### config.mk
export PLATFORM = sky130hd
export DESIGN_NAME = viterbi_frame_ctrl
export DESIGN_NICKNAME = d
export VERILOG_FILES = /design/src/rtl/viterbi_frame_ctrl.sv
export SDC_FILE = /design/constraint.sdc
export NUM_CORES = 1
export LEC_CHECK = 0
export CAP_MARGIN = 20
export CORE_MARGIN = 8
export CORE_UTILIZATION = 59
export DETAILED_ROUTE_END_ITERATION = 7
export PLACE_DENSITY = 0.85
export SYNTH_ARGS = -nofsm -noshare
export SYNTH_HDL_FRONTEND = slang
export SYNTH_SLANG_ARGS = --single-unit
### constraint.sdc
create_clock -name clk -period 4.19 [get_ports clk]
set_input_delay 0.6285 -clock clk [delete_from_list [all_inputs] [get_ports clk]]
set_output_delay 0.6285 -clock clk [all_outputs]
set_load 0.01 [all_outputs]
### src/rtl/viterbi_frame_ctrl.sv
// Frame sequencer and BER checker for the encoder/channel/Viterbi chain.
// Define VFC_PRBS_EN for a PRBS-7 source instead of the alternating pattern.
module viterbi_frame_ctrl #(
    parameter int FRAME_LEN   = 256,
    parameter int TAIL_LEN    = 2,
    parameter int DEC_LATENCY = 20,
    parameter int CNT_W       = 16
) (
    input  logic             clk,
    input  logic             rst,
    input  logic             start_i,
    input  logic             abort_i,
    input  logic             dec_bit_i,
    output logic             enc_bit_o,
    output logic             enc_en_o,
    output logic             busy_o,
    output logic             done_o,
    output logic [CNT_W-1:0] err_cnt_o,
    output logic [CNT_W-1:0] bit_cnt_o
);
    localparam int MAXA = (FRAME_LEN > TAIL_LEN) ? FRAME_LEN : TAIL_LEN;
    localparam int MAXP = (MAXA > DEC_LATENCY) ? MAXA : DEC_LATENCY;
    localparam int PW   = (MAXP > 1) ? $clog2(MAXP) : 1;

    typedef enum logic [2:0] {IDLE, SEND, TAIL, DRAIN, DONE} state_t;

    state_t          state, state_n;
    logic [PW-1:0]   phase;
    logic [1:0]      dline [DEC_LATENCY];
    logic            src_bit;
    logic            accept;
    logic            kill;
    logic            tap_bit;
    logic            tap_data;

    assign accept   = (state == IDLE) && start_i;
    assign kill     = abort_i && (state != IDLE);
    assign tap_bit  = dline[DEC_LATENCY-1][1];
    assign tap_data = dline[DEC_LATENCY-1][0];

    always_comb begin
        state_n   = state;
        enc_en_o  = (state == SEND) || (state == TAIL);
        enc_bit_o = (state == SEND) && src_bit;
        busy_o    = (state != IDLE);
        done_o    = (state == DONE);
        unique case (state)
            IDLE:  if (start_i) state_n = SEND;
            SEND:  if (int'(phase) == FRAME_LEN - 1)
                       state_n = (TAIL_LEN == 0) ? DRAIN : TAIL;
            TAIL:  if (int'(phase) == TAIL_LEN - 1) state_n = DRAIN;
            DRAIN: if (int'(phase) == DEC_LATENCY - 1) state_n = DONE;
            DONE:  state_n = IDLE;
            default: state_n = IDLE;
        endcase
        if (kill) state_n = IDLE;
    end

    always_ff @(posedge clk) begin
        if (rst) begin
            state <= IDLE;
            phase <= '0;
        end else begin
            state <= state_n;
            if (state_n != state || state == IDLE) phase <= '0;
            else phase <= phase + 1'b1;
        end
    end

    // {bit, is_data}; idle cycles naturally shift in zeros
    always_ff @(posedge clk) begin
        if (rst || kill) begin
            for (int i = 0; i < DEC_LATENCY; i++) dline[i] <= 2'b00;
        end else begin
            dline[0] <= {enc_bit_o, state == SEND};
            for (int i = 1; i < DEC_LATENCY; i++) dline[i] <= dline[i-1];
        end
    end

    always_ff @(posedge clk) begin
        if (rst) begin
            err_cnt_o <= '0;
            bit_cnt_o <= '0;
        end else if (accept) begin
            err_cnt_o <= '0;
            bit_cnt_o <= '0;
        end else if (tap_data) begin
            if (bit_cnt_o != '1) bit_cnt_o <= bit_cnt_o + 1'b1;
            if ((dec_bit_i != tap_bit) && (err_cnt_o != '1))
                err_cnt_o <= err_cnt_o + 1'b1;
        end
    end

`ifdef VFC_PRBS_EN
    logic [6:0] lfsr;

    always_ff @(posedge clk) begin
        if (rst || accept) lfsr <= 7'h7F;
        else if (state == SEND) lfsr <= {lfsr[5:0], lfsr[6] ^ lfsr[5]};
    end

    assign src_bit = lfsr[6];
`else
    assign src_bit = phase[0];
`endif

endmodule

==> results.md <==
- Setup bufs post-CTS: 0
- CTS HTree Levels: 3
- Core Region: 0.005540 mm2
- Final HPWL DP: 4.672 mm
- Detailed Route Iter0 Violations: 137
- Max VDD drop: 0.2814 mV
- Largest net degree at the start of global routing: 41
- Post-synth top flop: dfxtp_1
- Library cells used by synthesis: 52
- Worst-path clk slew: 80 ps
- Post-layout minimum cycle time: 2732 ps
- Avg WL per Cell: 14.47 um
- Total clock sinks: 83
- TritonCTS clock tree: done
- RSZ-0062 raised after global routing: false
- P per Cell Area: 352.3 mW/mm2
- Fillers: 435
- Worst path arrival time: 2100 ps
- Die W: 91.88 um
- Setup Skew: 6.773 ps
- Max Freq: 366.1 MHz
- Antenna violations before repair: 0
- Die ar.: 0.008442 mm2
- Final WS setup: 1458 ps
- Worst-margin pin slew: 977.6 ps
- Mapped cell area: 0.003397 mm2
- Outcome: finished clean
- Crit Path Class: register to output pin
- CTS resizes: 0
- Register area share after synthesis: 48.91%
- Die Ht: 91.88 um
- Placed cell areas: 0.003810 mm2
- Dpl ws: 1564 ps
- Synthesized area per cell: 9.542 um2
- Congestion Overflow GR: 0
- Ys async rst share: 0%
- Reg-to-reg setup timing slack: 2090 ps
- Routability Congestion: 0.8843
- HP Class: register to register
- FF-to-FF Start: err_cnt_o[0]
- Final WL: 6.788 mm
- Number of cell rows: 27
- Gr usage total: 16.48%
- DR vias/cell: 5.962
- Root buffer cell: clkbuf_8
- Final-report hold violation count: 0
- Cells after Synth: 356
- Initial Utilization: 61.31%
- Setup TNS: 0 ps
- R2R depth: 5
- Vias in the first global route: 2,444
- Final setup fails: 0
- Clock Latency Late Sink: 350 ps
- Worst setup EP type: output pin
- Share of cells above drive strength 1: 7.053%
- Layout area overhead: 18.56%
- DRT Pass-1 Iters: 4
- CTS max path bufs: 2
- CP Capture Point: enc_bit_o
- Worst Setup SP: state[0]
- Post-synthesis net count: 365
- Final instance area: 0.004028 mm2
- Cts bufs inserted: 9
- Critical path launch point type: register
- Total number of vias: 2,796
- FF+latch count, synth: 83
- Slew HR: 34.28%
- IO Count: 41
- Nets: 401
- Period utilization: 65.19%
- Post-route DRC: 0
- Number of flops mapped to enable cells by yosys: 0
- IO Port Bufs: 40
- Leak: 1.351 nW
- Synth warn: 0
- Hold-fix buffer count after cts: 0
- Number of antenna repair diodes: 0
- Count of pins over their slew limit: 0
- Capture point of the worst reg-to-reg path: err_cnt_o[5]
- Critical Path RT: 3560 ps
- Max-cap viol count: 0
- Critical-path maximum fanout: 11
- First-pass GRT wire length: 11.52 mm
- Number of routed nets with antenna violations: 0
- Final Core Density: 72.70%
[state kept, by name, indices dropped and copies added, names as in the netlist]
register,cells
phase,8
dline,40
err_cnt_o,16
state,3
bit_cnt_o,16
[metrics by stage]
step	std cells	hold WS, ps	power [mW]
2_1_floorplan	356	405.7	0.8427
3_5_place_dp	452	413.4	0.8566
4_1_cts	468	433.9	1.429
5_1_grt	469	441.6	1.468
3_3_place_gp	452	410.7	0.8559
6_report	469	429.5	1.419
[how the worst min path moves through the flow]
stage	depth (start not counted)	end	slack (ps)	startpoint
6_report	1	dline[0][12]	430	dline[0][10]
5_1_grt	1	dline[0][12]	440	dline[0][10]
4_1_cts	1	dline[0][12]	430	dline[0][10]
3_5_place_dp	1	dline[0][39]	410	dline[0][37]
3_3_place_gp	1	dline[0][27]	410	dline[0][25]
2_1_floorplan	1	dline[0][10]	410	dline[0][8]
[worst max-delay path, stage by stage, from the launching register on]
cell and delay, ps:
dfxtp_1 560, inv_1 110, nor3_1 350, and2_1 190, clkdlybuf4s50_1 530
[kinds of logic (layout without fill, tap and decap cells)]
group	Yosys count	count (layout)	synth area share [%]
xor gates and xnor gates	10	10	2.799
and+or+nand+nor	171	171	30.57
DFF	83	83	48.91
adders and majority gates	4	4	1.473
AOI/OAI and AO/OA	65	65	12.89
buffers and inverters	22	63	3.057
muxes	1	1	0.2947
[power breakdown]
group | switching [mW] | internal, mW | total, mW | leakage, nW
registers | 0.00400 | 0.791 | 0.795 | 0.669
logic | 0.0285 | 0.0168 | 0.0453 | 0.590
clock network | 0.285 | 0.294 | 0.579 | 0.0922
[synth_stat cells (2+ instances only)]
library cell,instances,area share (%)
o41ai_1,5,1.3
o21ai_1,4,0.59
o311ai_0,4,1.0
inv_1,6,0.66
nand2_1,19,2.1
nand4_1,8,1.5
buf_2,11,1.6
nand3_1,20,2.9
nor4_1,7,1.3
or3_1,10,1.8
clkbuf_1,3,0.33
and4_1,4,1.0
nor2_1,10,1.1
xor2_1,5,1.3
ha_1,4,1.5
or4_1,12,2.7
xnor2_1,4,1.0
o21a_1,5,1.1
nand3b_1,2,0.44
a21oi_1,20,2.9
nor3_1,15,2.2
nand4_2,3,1.1
o21ai_0,8,1.2
and2_1,43,7.9
nor4b_1,3,0.77
dfxtp_1,83,49
o31ai_1,10,2.2
and3_1,4,0.74
[cell type report]
| cell class | count | area (um2) | area share, % |
|---|---|---|---|
| clock buffers | 11 | 141.4 | 3.510 |
| well taps | 72 | 90.09 | 2.237 |
| inverters | 6 | 22.52 | 0.5592 |
| repair buffers | 41 | 415.4 | 10.31 |
| multi-input cells | 251 | 1635 | 40.60 |
| flip-flops and latches | 83 | 1662 | 41.25 |
| clock inverters | 5 | 61.31 | 1.522 |
[cell usage in the layout (no fill, tap or decap), types with 2 or more instances in the layout]
master	n
a21oi_1	19
a21oi_2	2
and2_1	43
and3_1	4
and4_1	4
clkbuf_8	10
clkdlybuf4s50_1	40
clkinvlp_4	3
dfxtp_1	83
ha_1	4
inv_1	6
nand2_1	19
nand3_1	20
nand3b_1	2
nand4_1	8
nand4_2	3
nor2_1	10
nor3_1	15
nor4_1	7
nor4b_1	3
o21a_1	5
o21ai_0	8
o21ai_1	4
o311ai_0	4
o31ai_1	10
o41ai_1	5
or3_1	10
or4_1	12
xnor2_1	4
xor2_1	5
[layer usage]
layer	up-vias	part of all wire (%)	GRT usage (%)	wire, um
li1	1388	-	-	-
met1	1328	46	21.06	3121
met2	71	47	25.27	3168
met3	9	6.3	4.156	431
met4	0	0.97	8.188	66
met5	-	0	0	0
Power figures use the tool's default switching activity.
